===== src/rtl/display_scan.sv =====
// Four-digit BCD scanner: load accepted only in IDLE, display registers update 15 cycles later.
// Loads arriving while busy are dropped (no queue); the digit scan free-runs regardless of conversion.
module display_scan #(
  parameter int SCAN_DIV = 50000
) (
  input  logic        clk,
  input  logic        rst_n,
  input  logic [13:0] value,
  input  logic        load,
  output logic        busy,
  output logic [3:0]  number,
  output logic [3:0]  an
);

  localparam int CW = (SCAN_DIV > 1) ? $clog2(SCAN_DIV) : 1;
  localparam logic [CW-1:0] TERM = CW'(SCAN_DIV - 1);

  typedef enum logic [1:0] {IDLE, CONV, COMMIT} state_t;

  state_t          state, state_nxt;
  logic [13:0]     bin_q;
  logic [15:0]     bcd_q;
  logic [15:0]     bcd_adj;
  logic [3:0]      bit_cnt;
  logic            ovf_q;
  logic [3:0][3:0] disp_q;
  logic [CW-1:0]   scan_cnt;
  logic [1:0]      scan_idx;

  always_ff @(posedge clk or negedge rst_n) begin
    if (!rst_n) state <= IDLE;
    else        state <= state_nxt;
  end

  always_comb begin
    state_nxt = state;
    case (state)
      IDLE:    if (load) state_nxt = CONV;
      CONV:    if (bit_cnt == 4'd13) state_nxt = COMMIT;
      COMMIT:  state_nxt = IDLE;
      default: state_nxt = IDLE;
    endcase
  end

  // Add-3 correction keeps every nibble a legal BCD digit after the next shift.
  always_comb begin
    bcd_adj = bcd_q;
    for (int i = 0; i < 4; i++) begin
      if (bcd_q[4*i +: 4] >= 4'd5) bcd_adj[4*i +: 4] = bcd_q[4*i +: 4] + 4'd3;
    end
  end

  always_ff @(posedge clk or negedge rst_n) begin
    if (!rst_n) begin
      bin_q   <= '0;
      bcd_q   <= '0;
      bit_cnt <= '0;
      ovf_q   <= 1'b0;
      disp_q  <= '1;
    end else begin
      case (state)
        IDLE: begin
          if (load) begin
            bin_q   <= value;
            bcd_q   <= '0;
            bit_cnt <= '0;
            ovf_q   <= (value > 14'd9999);
          end
        end
        CONV: begin
          {bcd_q, bin_q} <= {bcd_adj[14:0], bin_q, 1'b0};
          bit_cnt        <= bit_cnt + 4'd1;
        end
        COMMIT: begin
          // Overflowed values still run the full conversion so timing stays uniform.
          disp_q <= ovf_q ? '1 : bcd_q;
        end
        default: ;
      endcase
    end
  end

  always_ff @(posedge clk or negedge rst_n) begin
    if (!rst_n) begin
      scan_cnt <= '0;
      scan_idx <= '0;
    end else if (scan_cnt == TERM) begin
      scan_cnt <= '0;
      scan_idx <= scan_idx + 2'd1;
    end else begin
      scan_cnt <= scan_cnt + 1'b1;
    end
  end

  assign busy   = (state != IDLE);
  assign an     = ~(4'b0001 << scan_idx);
  assign number = disp_q[scan_idx];

endmodule


===== config.mk =====
export PLATFORM = sky130hd
export DESIGN_NAME = display_scan
export DESIGN_NICKNAME = d
export VERILOG_FILES = /design/src/rtl/display_scan.sv
export SDC_FILE = /design/constraint.sdc
export NUM_CORES = 1
export LEC_CHECK = 0
export ABC_AREA = 1
export BUFFER_PORTS_ARGS = -buffer_cell sky130_fd_sc_hd__clkbuf_2
export CAP_MARGIN = 25
export CORE_ASPECT_RATIO = 1.75
export CORE_MARGIN = 8
export CORE_UTILIZATION = 35
export DETAILED_ROUTE_END_ITERATION = 8
export GPL_ROUTABILITY_DRIVEN = 0
export SYNTH_ARGS = -nofsm -noshare
export SYNTH_HDL_FRONTEND = slang
export SYNTH_SLANG_ARGS = --single-unit

===== constraint.sdc =====
create_clock -name clk -period 1.45 [get_ports clk]
set_clock_uncertainty 0.05 [all_clocks]
set_input_delay 0.29 -clock clk [delete_from_list [all_inputs] [get_ports clk]]
set_output_delay 0.29 -clock clk [all_outputs]
set_load 0.005 [all_outputs]

* Yosys cells after proc, flatten, opt, wreduce, memory -nomap -nowiden
Index checks and enable logic that the tools add are counted.
** Word-level totals
- Flip-flop bits (word level) :: 71
- Latch bits :: 0
- RAM bits :: 0
- ROM bits :: 0
- Bits of input ports :: 17
- Output and inout port bits :: 9
- Word-level logic and storage cells :: 55
- Memories :: 0
** Operators by class
- Add/sub/neg operators :: 7
- $mul :: 0
- Div/mod/pow operators :: 0
- $lt $le $gt $ge :: 6
- Equality and inequality tests :: 6
- Shift-type cells :: 1
- Muxes and demuxes :: 17
- Bitwise operators :: 1
- Reductions and logical operators :: 6
** Operator list (number)
- 16-bit 2-to-1 mux :: 3
- 16-bit one-hot mux with 2 select lines :: 1
- 14-bit one-hot mux with 2 select lines :: 1
- 4-bit 2-to-1 mux :: 5
- 16-bit by 1-bit adder with 16-bit output, second input constant :: 1
- 16-bit equality test, second input constant :: 1
- 4-bit by 3-bit >= comparator with 1-bit output, second input constant :: 4
- 14-bit greater-than comparator, second input constant :: 1
- 14-bit 2-to-1 mux :: 1
- 4-bit by 2-bit adder with 4-bit output, second input constant :: 3
- 4-bit binary-select mux with 2-bit select :: 1
- 4-bit one-hot mux with 2 select lines :: 1
- 2-bit AND reduction :: 3
- 4-bit by 1-bit adder with 4-bit output, second input constant :: 1
- 4-bit equality test, second input constant :: 1
- 2-bit 2-to-1 mux :: 2
- 2-bit inequality test, second input constant :: 2
- 4-bit inverter :: 1
- 2-bit one-hot mux with 2 select lines :: 1
- 2-bit nonzero test :: 2
- 1-bit by 2-bit left shift with 4-bit output, first input constant :: 1
- 3-bit by 2-bit adder with 3-bit output, second input constant :: 1
- 2-bit by 3-bit less-than comparator with 1-bit output, second input constant :: 1
- 3-bit 2-to-1 mux :: 1
- 4 further kinds :: 4

* Depth between registers and ports, before layout
- Depth after elaboration :: 3
- Depth in mapped cells :: 9
- Gate-level depth less buffers :: 9

* Worst setup path before layout
OpenSTA, ideal clock, no wires.
- Path kind :: flip-flop to output port
- Start point :: register scan_idx[0]
- End point :: output an[0]
- Arrival :: 1023 ps
- Data required time :: 1110 ps
- Path slack :: 87 ps
- Cell stages (with the launch flop) :: 5
- Buffers on the path :: 1
- Cells stage by stage :: dfrtp_1 -> buf_2 -> clkinv_1 -> ha_1 -> inv_1
** Between the ends
- Word-level cells in the longest chain between the ends :: 2
** RTL lines
- from (decl) :: RTL line 28 : logic [1:0] scan_idx;
- from (signal assigned) :: RTL line 89 : scan_idx <= scan_idx + 2'd1;
- 1-bit by 2-bit left shift with 4-bit output :: RTL line 96 : assign an = ~(4'b0001 << scan_idx);
- 4-bit inverter :: RTL line 96
- to (decl) :: RTL line 12 : output logic [3:0] an
Every way passes these cells.

* Worst setup path after layout
- Start point :: register scan_idx[0]
- End point :: output number[0]
** Between the ends
- Word-level cells in the longest chain between the ends :: 2
** RTL lines
- 4-bit binary-select mux with 2-bit select :: RTL line 97 : assign number = disp_q[scan_idx];
- 4-bit 2-to-1 mux (not written as such) :: RTL line 97
- to (decl) :: RTL line 11 : output logic [3:0] number,
Every way passes these cells. The select of a mux whose other input is x is not followed.

==> results.ini <==
[sta]
rsz0062_at_grt = true
period_needed_ps = 1656
hold_viol_final = 0
fin_crit_sh_pct = 114.2
fmax_ghz = 0.6037
relSlewSlack_pct = 66.58
tightest_slew_ps = 501.3
setup_viol = 8
drv_slew = 0
setup_slack_ps = -206.4

[setup_path]
critPathArrivalTime_ps = 1320
path_class = register to output port
crit_fanout = 6
reg2reg_from = scan_cnt[0]
cp_data_required_time_ps = 1110
cp-startpoint = scan_idx[0]
worst_path_largest_cell_delay_ps = 410
cpMaxStageDelayCell = dfrtp_2
cp_cell_sequence = buf_6 -> clkinv_4 -> nor2_1 -> o22ai_2 -> buf_2
endpoint_kind = output port
cp-start-kind = register

[finish]
syn_to_final_growth_pct = 22.98
fillers = 1010
drive_gt1_share_pct = 26.05
final_nets = 503
fin_util_pct = 43.49
final_cell_mix = nand2_1, nor2_1, dfrtp_1, inv_1, o22ai_1
mostFrequentLayoutCell = nand2_1
insertedDiodeCount = 0

[status]
status = finished with violations
violations = negative setup slack

[synth]
synthXorXnorAreaFrac_pct = 3.428
synth_cell_types = 28
syn_area_sq_mm = 0.003577
synth_compound_area_share_pct = 14.13
synthAdderAreaFrac_pct = 5.247
yosys_register_bits = 71
syn-num-nets = 456
synthMuxAreaShare_pct = 0
synthSimpleGateAreaFrac_pct = 18.61
synth_top_family_by_area = simple AND/OR/NAND/NOR gates
synth_cells = 424
ys_seq_area_share_pct = 50.23
syn_area_per_cell_sq_um = 8.437
ys_warn_count = 0

[drt]
drt-initial-drc-count = 112
ant_nets = 0
routedWlPerCell_um = 13.55
via_per_inst = 4.867
drc_errors = 0
firstDrtPassIters = 6
drt-total-wl_um = 8168
via_count = 2935

[floorplanning]
die_h_um = 149.7
initial_core_util_pct = 35.36
ios = 26
core_sq_mm = 0.01012
row_count = 49
die_w_um = 92.42
die-area_sq_mm = 0.01384

[cts]
clkTransAtPathRegs_ps = 50
tritoncts = built
max-clock-path-buffers = 2
numCtsBuffers = 9
clock_sinks = 71
cts-root-buf = clkbuf_16
insertion_delay_ps = 330
h-tree-depth = 3

[grt]
grt_pass1_wl_um = 14250
overflow = 0
track_usage_pct = 12.79
antenna_found_initial = 0
grt_pass1_vias = 3092
grt_max_degree = 41

[pwr]
max-vdd-ir-drop_mv = 1.052
power_leakage_nw = 2.058
finalPower_w = 0.008188
power.density_mw_per_mm2 = 1861

[place]
io_buffers = 25
hpwl_um = 5960
place_ws_ps = -190.4

[min_path]
hold_class = input pin to register
hold_start = value[0]

[run]
max-cap-violations = 0

[cells by family after synthesis]
kind of cell,count (synthesis)
simple gates,161
compound gates,90
buf+inv,73
flops,71
fa+ha+maj,15
xor+xnor,14
[power by group]
part	total [W]	switching, W	internal, W
Combinational	0.00290	0.00169	0.00121
Clock	0.00192	0.000772	0.00115
Sequential	0.00337	0.000541	0.00283
[Yosys cell counts, drive strengths merged]
master / count / share of area, %
nand2: 71 / 7.7
a21oi: 21 / 2.9
nand3b: 2 / 0.42
xor2: 13 / 3.2
ha: 15 / 5.2
nand4: 1 / 0.17
o21ai: 28 / 3.9
and2: 1 / 0.17
clkinv: 1 / 0.10
dfrtp: 55 / 38
o22ai: 25 / 4.4
a22o: 1 / 0.24
nor2: 69 / 7.5
dfstp: 16 / 12
o21bai: 1 / 0.21
buf: 12 / 2.0
a31oi: 14 / 2.4
xnor2: 1 / 0.24
nand3: 17 / 2.7
inv: 60 / 6.3
[per-layer routing]
metal  up-vias  routed length (um)  track usage, %
met2        39                4518           23.94
met3        11                 221           2.562
met5         -                   0               0
met1      1413                3246           13.17
li1       1472                   -               -
met4         0                 182           5.921
[repair_timing]
action | in CTS | in global routing
hold endpoints to repair | 17 | 0
cloned | 0 | 1
gates resized for setup | 10 | 59
hold buffers | 1 | 0
pin swaps | 0 | 9
setup buffers | 1 | 8
setup endpoints to repair | 11 | 33
[sequential cells by signal (all words and copies together), names as in the netlist]
signal,count
bcd_q,16
disp_q,16
scan_cnt,16
bin_q,14
bit_cnt,4
scan_idx,2
state,2
ovf_q,1
[area by class of cell]
type                            instances  area [sq um]  area share [%]
Timing Repair Buffer                   47         324.1           7.366
Clock inverter                          4         23.77          0.5404
Multi-Input combinational cell        280          1608           36.55
Sequential cell                        71          1800           40.93
Timing Repair inverter                  1         6.256          0.1422
Inverter                               61         241.5           5.489
Tap cell                              127         158.9           3.612
Clock buffer                           12         236.5           5.375
[per-stage QoR]
stage | setup TNS, ps | hold WS (ps) | instance area, sq um | instances
floorplan | 0 | -55.59 | 3577 | 424
global placement | -259.2 | 286.8 | 3894 | 576
detailed placement | -862.4 | 285.5 | 3894 | 576
CTS | -1425 | 143.0 | 4187 | 594
global route | -1806 | 150.9 | 4399 | 603
finish | -1355 | 153.4 | 4399 | 603
[worst max-delay path: cells and delay by family, from the launching register on]
kind,cells,cell delay (ps)
AO/OA/AOI/OAI,1,170
buffers and inverters,3,350
flip-flops,1,410
AND/OR/NAND/NOR,1,50
[worst paths after layout]
path / to / slack, ps / depth (start not counted)
setup / recovery: number[0] / -210 / 5
hold / removal: bin_q[0] / 150 / 2
setup reg to reg: scan_idx[1] / 90 / 9
hold reg to reg: disp_q[8] / 450 / 2
max in group asynchronous: bcd_q[8] / 450 / 3
min in group asynchronous: scan_cnt[12] / 470 / 3
(Power assumes the default switching activity.)
